[config.mk]
export PLATFORM = sky130hd
export DESIGN_NAME = sobel_frame_streamer
export DESIGN_NICKNAME = d
export VERILOG_FILES = /design/src/rtl/sobel_pkg.sv /design/src/rtl/sobel_raster_counter.sv /design/src/rtl/sobel_frame_streamer.sv
export SDC_FILE = /design/constraint.sdc
export NUM_CORES = 1
export LEC_CHECK = 0
export ABC_CLOCK_PERIOD_IN_PS = 2200
export CORE_MARGIN = 2
export CORE_UTILIZATION = 48
export DETAILED_ROUTE_END_ITERATION = 8
export HOLD_SLACK_MARGIN = 0.02
export PLACE_DENSITY_LB_ADDON = 0.15
export SLEW_MARGIN = 10
export SYNTH_ARGS = -nofsm -noshare
export SYNTH_HDL_FRONTEND = slang
export SYNTH_SLANG_ARGS = --single-unit
[constraint.sdc]
create_clock -name clk -period 2.2 [get_ports clk]
set_input_delay 0.66 -clock clk [delete_from_list [all_inputs] [get_ports clk]]
set_output_delay 0.66 -clock clk [all_outputs]
set_load 0.1 [all_outputs]
[src/rtl/sobel_pkg.sv]
// Shared types for the Sobel pixel-stream front end.
package sobel_pkg;

  typedef logic [7:0] pixel_t;

  typedef enum logic [1:0] {
    StIdle,
    StStream,
    StGap,
    StDrain
  } stream_state_e;

endpackage

[src/rtl/sobel_raster_counter.sv]
// Column/row raster counter with a linear address kept in step, so no multiplier is needed.
module sobel_raster_counter #(
  parameter int unsigned IMG_WIDTH  = 8,
  parameter int unsigned IMG_HEIGHT = 8,
  parameter int unsigned ADDR_W     = $clog2(IMG_WIDTH * IMG_HEIGHT)
) (
  input  logic              clk,
  input  logic              rst,
  input  logic              clear,
  input  logic              advance,
  output logic              last_col,
  output logic              last_pixel,
  output logic [ADDR_W-1:0] addr
);

  localparam int unsigned ColW = $clog2(IMG_WIDTH);
  localparam int unsigned RowW = $clog2(IMG_HEIGHT);

  logic [ColW-1:0]   col_q, col_d;
  logic [RowW-1:0]   row_q, row_d;
  logic [ADDR_W-1:0] addr_q, addr_d;
  logic              last_row;

  assign last_col   = (col_q == ColW'(IMG_WIDTH - 1));
  assign last_row   = (row_q == RowW'(IMG_HEIGHT - 1));
  assign last_pixel = last_col & last_row;
  assign addr       = addr_q;

  always_comb begin
    col_d  = col_q;
    row_d  = row_q;
    addr_d = addr_q;
    if (clear) begin
      col_d  = '0;
      row_d  = '0;
      addr_d = '0;
    end else if (advance) begin
      if (last_col) begin
        col_d = '0;
        row_d = last_row ? '0 : row_q + RowW'(1);
      end else begin
        col_d = col_q + ColW'(1);
      end
      addr_d = last_pixel ? '0 : addr_q + ADDR_W'(1);
    end
  end

  always_ff @(posedge clk) begin
    if (rst) begin
      col_q  <= '0;
      row_q  <= '0;
      addr_q <= '0;
    end else begin
      col_q  <= col_d;
      row_q  <= row_d;
      addr_q <= addr_d;
    end
  end

endmodule

[src/rtl/sobel_frame_streamer.sv]
// Reads one raster frame from a synchronous RAM and streams it to the Sobel detector.
// Optional inter-row idle gap is compiled in with SOBEL_STREAM_ROW_GAP_EN.
module sobel_frame_streamer
  import sobel_pkg::*;
#(
  parameter int unsigned IMG_WIDTH  = 8,
  parameter int unsigned IMG_HEIGHT = 8,
  parameter int unsigned ROW_GAP    = 2,
  parameter int unsigned ADDR_W     = $clog2(IMG_WIDTH * IMG_HEIGHT)
) (
  input  logic              clk,
  input  logic              rst,
  input  logic              frame_req,
  input  logic              pause,
  output logic              mem_rd_en,
  output logic [ADDR_W-1:0] mem_addr,
  input  pixel_t            mem_rd_data,
  output logic              pix_start,
  output logic              pix_valid,
  output pixel_t            pix_data,
  output logic              frame_done,
  output logic              busy
);

  stream_state_e state_q, state_d;

  logic              issue;
  logic              cnt_clear;
  logic              last_col;
  logic              last_pixel;
  logic [ADDR_W-1:0] cnt_addr;

  // Read pipeline: stage 0 is the RAM access, stage 1 carries returned data.
  logic              mem_rd_en_q;
  logic [ADDR_W-1:0] mem_addr_q;
  logic              last_rd_q;
  logic              rd1_q;
  logic              last1_q;
  logic              pix_valid_q;
  pixel_t            pix_data_q;
  logic              pix_start_q;
  logic              frame_done_q;

`ifdef SOBEL_STREAM_ROW_GAP_EN
  localparam int unsigned GapW = (ROW_GAP > 1) ? $clog2(ROW_GAP) : 1;
  logic [GapW-1:0] gap_cnt_q, gap_cnt_d;
`endif

  sobel_raster_counter #(
    .IMG_WIDTH (IMG_WIDTH),
    .IMG_HEIGHT(IMG_HEIGHT),
    .ADDR_W    (ADDR_W)
  ) u_raster (
    .clk       (clk),
    .rst       (rst),
    .clear     (cnt_clear),
    .advance   (issue),
    .last_col  (last_col),
    .last_pixel(last_pixel),
    .addr      (cnt_addr)
  );

  always_comb begin
    state_d   = state_q;
    issue     = 1'b0;
    cnt_clear = 1'b0;
`ifdef SOBEL_STREAM_ROW_GAP_EN
    gap_cnt_d = gap_cnt_q;
`endif
    unique case (state_q)
      StIdle: begin
        if (frame_req) begin
          state_d   = StStream;
          cnt_clear = 1'b1;
        end
      end
      StStream: begin
        if (!pause) begin
          issue = 1'b1;
          if (last_col) begin
            if (last_pixel) begin
              state_d = StDrain;
            end
`ifdef SOBEL_STREAM_ROW_GAP_EN
            else begin
              state_d   = StGap;
              gap_cnt_d = '0;
            end
`endif
          end
        end
      end
`ifdef SOBEL_STREAM_ROW_GAP_EN
      StGap: begin
        if (gap_cnt_q == GapW'(ROW_GAP - 1)) begin
          state_d = StStream;
        end else begin
          gap_cnt_d = gap_cnt_q + GapW'(1);
        end
      end
`endif
      // Leave one cycle after frame_done so busy drops after the last pixel.
      StDrain: begin
        if (frame_done_q) begin
          state_d = StIdle;
        end
      end
      default: state_d = StIdle;
    endcase
  end

  always_ff @(posedge clk) begin
    if (rst) begin
      state_q <= StIdle;
`ifdef SOBEL_STREAM_ROW_GAP_EN
      gap_cnt_q <= '0;
`endif
    end else begin
      state_q <= state_d;
`ifdef SOBEL_STREAM_ROW_GAP_EN
      gap_cnt_q <= gap_cnt_d;
`endif
    end
  end

  always_ff @(posedge clk) begin
    if (rst) begin
      mem_rd_en_q  <= 1'b0;
      mem_addr_q   <= '0;
      last_rd_q    <= 1'b0;
      rd1_q        <= 1'b0;
      last1_q      <= 1'b0;
      pix_valid_q  <= 1'b0;
      pix_data_q   <= '0;
      pix_start_q  <= 1'b0;
      frame_done_q <= 1'b0;
    end else begin
      mem_rd_en_q  <= issue;
      if (issue) begin
        mem_addr_q <= cnt_addr;
      end
      last_rd_q    <= issue & last_pixel;
      rd1_q        <= mem_rd_en_q;
      last1_q      <= last_rd_q;
      pix_valid_q  <= rd1_q;
      frame_done_q <= last1_q;
      if (rd1_q) begin
        pix_data_q <= mem_rd_data;
      end
      if (rd1_q) begin
        pix_start_q <= 1'b1;
      end else if (frame_done_q) begin
        pix_start_q <= 1'b0;
      end
    end
  end

  assign mem_rd_en  = mem_rd_en_q;
  assign mem_addr   = mem_addr_q;
  assign pix_valid  = pix_valid_q;
  assign pix_data   = pix_data_q;
  assign pix_start  = pix_start_q;
  assign frame_done = frame_done_q;
  assign busy       = (state_q != StIdle);

  ap_params: assert property (@(posedge clk) (IMG_WIDTH >= 3) && (IMG_HEIGHT >= 3) && (ROW_GAP >= 1));

endmodule

; ---- Yosys cells after proc, flatten, opt, wreduce, memory -nomap -nowiden
; Index checks and enable logic that the tools add are counted.
[totals]
word_cells = 48
reg_bits = 35
output_inout_bits = 19
inputBits = 12
[classes]
mux = 15
addsub = 3
n_bitwise = 2
n_eq_ne = 9
n_reduce_logical = 6
[op_table]
columns = cell, n
row1 = 2-bit 2-to-1 mux, 5
row2 = "2-bit != test, second input constant", 4
row3 = "3-bit by 1-bit adder with 3-bit output, second input constant", 2
row4 = "6-bit by 1-bit adder with 6-bit output, second input constant", 1
row5 = "3-bit == test, second input constant", 2
row6 = 1-bit 2-to-1 mux, 6
row7 = 3-bit 2-to-1 mux, 2
row8 = 6-bit 2-to-1 mux, 1
row9 = 2-bit case mux with 3 select lines, 1
row10 = 5-bit AND reduction, 1
row11 = 2-bit nonzero test, 2
row12 = 1-bit bitwise AND, 2
row13 = "2-bit by 1-bit == test with 1-bit output, second input constant", 1
row14 = "2-bit == test, second input constant", 1
row15 = 2-bit zero test, 1
row16 = "2-bit by 1-bit != test with 1-bit output, second input constant", 1
row17 = 2-bit AND reduction, 1
row18 = 2-bit OR reduction, 1

; ---- Logic depth before layout (Yosys ltp)
; Gate-level depths: netlist of the first run.
[depth]
word_depth = 6
depth_mapped = 5
mapped_depth_nobuf = 5

; ---- Hierarchy
; From an unflattened synthesis of the first run, not the netlist that was laid out.
[hier_totals]
cells_unflattened = 143
area_unflattened_um2 = 1445.1
[by_module_without_submodules]
columns = module, cells_each, instances, area_each_um2
row1 = sobel_frame_streamer, 82, 1, 865.8
row2 = sobel_raster_counter, 61, 1, 579.3

; ---- Worst setup path before layout of the first run
; OpenSTA, ideal clock, no wires.
[synth_timing]
path_type = input -> register
start = input port pause
end = register u_raster.addr_q[3] (netlist: u_raster.addr[3])
slack_ns = 0.447
setup_time_ns = 0.074
path_buffers = 0
arrival_time_ns = 1.679
cell_stages = 3
path_cell_list = or3b_1 -> or4_1 -> a31oi_1
[synth_between]
elab_chain_cells = 2
[synth_rtl]
columns = item, line
row1 = from (decl), sobel_frame_streamer.sv:14  ; input logic pause,
row2 = 1-bit 2-to-1 mux, sobel_frame_streamer.sv:78  ; if (!pause) begin
row3 = 1-bit 2-to-1 mux, sobel_frame_streamer.sv:70  ; unique case (state_q)
row4 = to (signal assigned), sobel_raster_counter.sv:56  ; addr_q <= addr_d;
row5 = to (decl), sobel_raster_counter.sv:21  ; logic [ADDR_W-1:0] addr_q, addr_d;
; Every way passes these cells.
; A chain may end at the register's enable or synchronous reset.

; ---- Worst setup path after layout of the first run
[layout_timing]
start = input port pause
end = register u_raster.addr_q[4] (netlist: u_raster.addr[4])
; Same word-level chain as after synthesis.

==> results of run 1 <==
## worst max-delay path: cells and delay by family
kind | cells | cell delay, ns
AND/OR/NAND/NOR | 2 | 0.91
AO/OA/AOI/OAI | 1 | 0.17
buffers and inverters | 1 | 0.42
## metal layers
layer,vias to the layer above,part of all wire,global-route usage
met1,519,0.41,0.207
met3,4,0.056,0.0703
li1,585,-,-
met4,0,0.015,0.0698
met2,29,0.52,0.305
met5,-,0,0
## state kept, by name (all words and copies together) (netlist names), 2 cells and up
signal and flops:
u_raster.addr 6, state_q 2, u_raster.row_q 3, pix_data 8, mem_addr 6, u_raster.col_q 3
## layout by cell type (no fill, tap or decap), drive strengths merged, types with 6 or more instances in the layout
cell / count
clkbuf: 6
buf: 25
ha: 6
nand2: 22
nand3: 8
nor2: 16
mux2i: 11
nor2b: 6
dfxtp: 35
clkdlybuf4s50: 11
a21oi: 15
## area by class of cell
class,instances,area [um^2],share of cell area
clock inverter,2,35.0,0.0195
timing repair buffer,36,323,0.180
sequential,35,701,0.391
inverter,1,3.75,0.00209
tap,31,38.8,0.0216
multi-input combinational,106,641,0.357
clock buffer,6,51.3,0.0286
## stage by stage
step / std cells / area [um^2] / TNS (ns) / utilization
final: 217 / 1790 / 0 / 0.656
after detailed placement: 209 / 1710 / -0.0787 / 0.624
after global routing: 217 / 1790 / 0 / 0.656
after floorplan: 150 / 1380 / 0 / -
after global placement: 209 / 1710 / -0.0151 / 0.624
after CTS: 217 / 1790 / 0 / 0.656
## cell families (layout without fill, tap and decap cells)
| logic type | Yosys count | after routing | synth area share |
|---|---|---|---|
| AND/OR/NAND/NOR | 68 | 68 | 0.245 |
| buffers and inverters | 9 | 45 | 0.0246 |
| AO/OA/AOI/OAI | 21 | 21 | 0.0864 |
| adder cells (fa/ha/maj) | 6 | 6 | 0.0546 |
| multiplexers | 11 | 11 | 0.0801 |
| flip-flops | 35 | 35 | 0.510 |
## worst max path at each step
stage               depth (start not counted)                        endpoint
detailed placement                          4   u_raster.addr[3]$_SDFFE_PP0N_
finish                                      4   u_raster.addr[4]$_SDFFE_PP0N_
floorplan                                   3   u_raster.addr[3]$_SDFFE_PP0N_
CTS                                         2                            busy
global route                                5  u_raster.col_q[0]$_SDFFE_PP0N_
global placement                            4   u_raster.addr[4]$_SDFFE_PP0N_
## power breakdown
part	switching (uW)	internal, uW	total, uW
clock network	211	268	480
registers	8.52	642	651
logic	81.0	52.0	133
total	301	963	1260
==> impl_metrics.toml, run 1 <==
[run_status]
status = "finished clean"

[floorplan]
die_area_mm2 = 0.00331
die_w_um = 57.5
pin_count = 31
die_height_um = 57.5
core_mm2 = 0.00273
start_util = 0.503
fp-row-count = 19

[global_routing]
grt.total_usage = 0.181
grt_pass1_wl_um = 4530
grt_max_degree = 23
antenna_found_initial = 0
gr-total-overflow = 0
grt_pass1_vias = 1040

[synth]
ys_ff_latch = 35
yosysMostFrequentCell = "dfxtp_1"
synthArstFlopShare = 0
synth.yosys.seq_area_share = 0.510
syn_area_mm2 = 0.00138
yosys-top-cells-area = "dfxtp_1 (51%), mux2i_1 (8.0%), nand2_1 (6.0%)"
synth.distinct_cells = 28
syn_area_per_cell_um2 = 9.17
synth_edf_count = 0
yosys_most_used_dff = "dfxtp_1"
synth_top_area_share = 0.510
yosys-top-cells-count = "dfxtp_1 (35), nand2_1 (22), nor2_1 (16), a21oi_1 (15), mux2i_1 (11)"
ys_warn_count = 0
synth_area_leader_cell = "dfxtp_1"
syn_inst = 150
syn_nets = 168

[cells_and_area]
n_fill_cell = 227
drive_gt1_frac = 0.188
fin_nets = 203
n_antenna_cell = 0
area_growth_pct = 30.4

[clocking]
insertion_delay_ns = 0.34
clock_path_buffers = 2
cts_setup_buffers = 0
cts_tree = "done"
numCtsBuffers = 5
cts_hold_buf = 0
htreeDepth = 2
clkTransAtPathRegs_ns = 0.10
cts_root_buffer = "clkbuf_4"
clock_sinks = 35
cts_resized = 0

[detailed_routing]
dr_total_vias = 1137
drtAntennaViolNets = 0
vias_per_cell = 5.24
drc = 0
dr.pass1.iters = 4
wl_per_cell_um = 12.5
drt_iter0_markers = 41
postRouteWirelength_um = 2720

[worst_setup_path]
regToRegEndpoint = "u_raster.addr[4]$_SDFFE_PP0N_"
cp_max_fo = 4
r2r_start = "u_raster.row_q[0]$_SDFFE_PP0P_"
endpoint_kind = "register"
crit_chain = "clkdlybuf4s50_1 -> or3b_1 -> or4_1 -> a31oi_1"
crit_start = "pause"
required_ns = 2.48
path_class = "in -> reg"
crit_arrival_ns = 2.16
slowest_delay_ns = 0.51
rrSetupSlack_ns = 0.51
start_kind = "input pin"
critPathSlowestCell = "or4_1"
rr_worst_depth = 5

[worst_hold_path]
min_from = "last_rd_q$_SDFF_PP0_"
hold_path_depth = 1
holdPathEnd = "last1_q$_SDFF_PP0_"
min_path_type = "reg -> reg"

[flow_run]
cap_violations = 0

[timing]
rsz0062_at_grt = "false"
setup_ws_ns = 0.320
skew_ns = 0.00633
slew_headroom = 0.654
hold_viol_final = 0
worst_slew_pin_slew_ns = 0.518
holdWs_ns = 0.455
drv_slew = 0
finalSetupViolCount = 0
period_share = 0.855
fmax_mhz = 532
fin_crit_ns = 1.88

[placed_design]
post-place-ws_ns = -0.0401
dpl.hpwl_um = 1980
portBuffers = 30
gp_congestion = 0.751

[power_and_ir_drop]
p_leak_uw = 0.000711
p_per_area_mw_per_mm2 = 705
power_uw = 1260
vdd_drop_max_uv = 643
(Power assumes the default switching activity.)
==> inputs of run 2 (changes only) <==
--- a/config.mk
+++ b/config.mk
@@ -7,11 +7,13 @@
 export LEC_CHECK = 0
 export ABC_CLOCK_PERIOD_IN_PS = 2200
 export CORE_MARGIN = 2
-export CORE_UTILIZATION = 48
+export CORE_UTILIZATION = 49
+export CTS_CLUSTER_SIZE = 20
 export DETAILED_ROUTE_END_ITERATION = 8
 export HOLD_SLACK_MARGIN = 0.02
 export PLACE_DENSITY_LB_ADDON = 0.15
 export SLEW_MARGIN = 10
 export SYNTH_ARGS = -nofsm -noshare
 export SYNTH_HDL_FRONTEND = slang
+export SYNTH_HIERARCHICAL = 1
 export SYNTH_SLANG_ARGS = --single-unit
==> run 2 against run 1 <==
- via count fell by 9.3%
- clock skew grew 0.0010 ns
- non-clock buffer count shrank 2
- cell count shrank 4.6%
- routed wire length fell by 10%
- register-to-register slack improved by 0.28 ns
- hold slack got worse by 0.0066 ns
- utilization shrank 1.9 points
- area after synthesis grew 5.1%
- synthesized cell count decreased by 4.7%
- first-iteration DRC count decreased by 66%
- worst setup slack gained 0.029 ns
- critical path type is now reg -> out
- largest cell class unchanged
- highest routed layer unchanged
==> impl_metrics.toml, run 2 <==
[run_status]
status = "finished clean"

[synth]
syn_area_per_cell_um2 = 10.1
synth_area_leader_cell = "dfxtp_1"
ys_ff_latch = 35
synth_top_area_share = 0.485
yosys-top-cells-area = "dfxtp_1 (48%), mux2i_1 (12%), nand2b_1 (6.1%)"
synth_edf_count = 0
syn_nets = 161
synth_xor_area_frac = 0.0182
synth.yosys.seq_area_share = 0.485
syn_inst = 143
synth_fa_ha_area_frac = 0.0519
synth_top_family_by_area = "simple AND/OR/NAND/NOR gates"
synth-compound-area-share = 0.0519
yosys-top-cells-count = "dfxtp_1 (35), nor2_1 (19), mux2i_1 (18), nand2b_1 (14), a21oi_1 (9)"
yosys.area_share.simple = 0.227
synth_mux_area_frac = 0.125
synthArstFlopShare = 0
ys_warn_count = 6
yosys_most_used_dff = "dfxtp_1"
yosysMostFrequentCell = "dfxtp_1"
syn_area_mm2 = 0.00145
synth.distinct_cells = 31

[timing]
fmax_mhz = 540
period_share = 0.841
finalSetupTns_ns = 0
rsz0062_at_grt = "false"
holdWs_ns = 0.448
setup_ws_ns = 0.349
drv_slew = 0
worst_slew_pin_slew_ns = 0.467
slew_headroom = 0.688
hold_viol_final = 0
finalSetupViolCount = 0
fin_crit_ns = 1.85
skew_ns = 0.00734

[floorplan]
die_area_mm2 = 0.00340
die_height_um = 58.3
pin_count = 31
core_mm2 = 0.00278
fp-row-count = 19
die_w_um = 58.3
start_util = 0.520

[global_routing]
gr-total-overflow = 0
grt_pass1_wl_um = 4220
antenna_found_initial = 0
grt.total_usage = 0.159
grt_pass1_vias = 1005
grt_max_degree = 30

[power_and_ir_drop]
power_uw = 1080
p_per_area_mw_per_mm2 = 611
vdd_drop_max_uv = 456
p_leak_uw = 0.000728

[cells_and_area]
final_cell_mix = "dfxtp_1 (35), buf_4 (22), nor2_1 (19)"
fin_nets = 195
final_common_cell = "dfxtp_1"
drive_gt1_frac = 0.176
n_antenna_cell = 0
area_growth_pct = 22.6
fin_area_mm2 = 0.00177
largest_reg_flops = 8

[worst_setup_path]
regToRegEndpoint = "u_raster/addr[5]$_SDFFE_PP0P_"
start_kind = "register"
cp_max_fo = 5
rrSetupSlack_ns = 0.79
r2r_start = "state_q[1]$_SDFFE_PP0P_"
crit_arrival_ns = 1.19
rr_worst_depth = 5
endpoint_kind = "output port"
path_class = "reg -> out"
required_ns = 1.54

[clocking]
clock_sinks = 35
clkTransAtPathRegs_ns = 0.09
insertion_delay_ns = 0.32
clock_path_buffers = 2
cts_tree = "done"
cts_setup_buffers = 0
cts_root_buffer = "clkbuf_4"
cts_hold_buf = 0
numCtsBuffers = 5
cts_resized = 0
htreeDepth = 2

[placed_design]
dpl-instance-area_mm2 = 0.00173
portBuffers = 30
post-place-ws_ns = 0.114
dpl.hpwl_um = 1820
gp_congestion = 0.702

[detailed_routing]
wl_per_cell_um = 11.7
drtAntennaViolNets = 0
drt_iter0_markers = 14
vias_per_cell = 4.98
postRouteWirelength_um = 2430
dr.pass1.iters = 4
dr_total_vias = 1031
drc = 0

[worst_hold_path]
hold_path_depth = 1
min_from = "last_rd_q$_SDFF_PP0_"
holdPathEnd = "last1_q$_SDFF_PP0_"
min_path_type = "reg -> reg"

[flow_run]
cap_violations = 0
-- run 2: cell count changes in the layout (fill, tap and decap cells not counted), moves of 3 or more --
cell      previous run  this run
a21oi_1             15         9
mux2i_1             11        18
nand2_1             22         6
nand2b_1             1        14
nand3_1              8         1
nand4_1              0         3
nor2_1              16        19
nor2b_1              6         3
xor2_1               0         3
-- run 2: critical path, stage by stage (launching register included) --
cell and delay (ns):
dfxtp_1 0.36, or2_2 0.34, buf_12 0.18
-- run 2: power breakdown --
part	total, uW	internal (uW)	switching, uW
combinational	137	56.0	80.8
sequential	650	642	7.97
clock	295	114	182
-- run 2: cell families after synthesis --
family                     Yosys count
and+or+nand+nor                     59
buffers and inverters               10
xor gates and xnor gates             3
AOI/OAI and AO/OA                   12
adders and majority gates            6
muxes                               18
DFF                                 35
-- run 2: routing by layer --
metal	track usage	part of all wire	vias up
li1	-	-	542
met1	0.183	0.44	462
met2	0.274	0.48	22
met3	0.0462	0.063	5
met4	0.0698	0.015	0
met5	0	0	-
-- run 2: per-stage QoR --
step,utilization,std cells
floorplan,-,143
global placement,0.622,201
detailed placement,0.622,201
CTS,0.637,207
global route,0.637,207
finish,0.637,207
-- run 2: layout make-up --
class / instances / area [um^2]
fill: 247 / 1010
sequential: 35 / 701
multi-input combinational: 98 / 684
timing repair buffer: 34 / 295
clock buffer: 6 / 41.3
tap: 31 / 38.8
inverter: 3 / 11.3
-- run 2: how the worst max path moves through the flow --
stage               cells past startpoint                     from                       endpoint  slack [ns]
floorplan                               6  state_q[1]$_SDFFE_PP0P_  u_raster/addr[5]$_SDFFE_PP0P_        0.58
global placement                        6                    pause  u_raster/addr[4]$_SDFFE_PP0P_        0.16
detailed placement                      6                    pause  u_raster/addr[4]$_SDFFE_PP0P_        0.11
CTS                                     2  state_q[1]$_SDFFE_PP0P_                           busy        0.33
global route                            2  state_q[1]$_SDFFE_PP0P_                           busy        0.29
finish                                  2  state_q[1]$_SDFFE_PP0P_                           busy        0.35
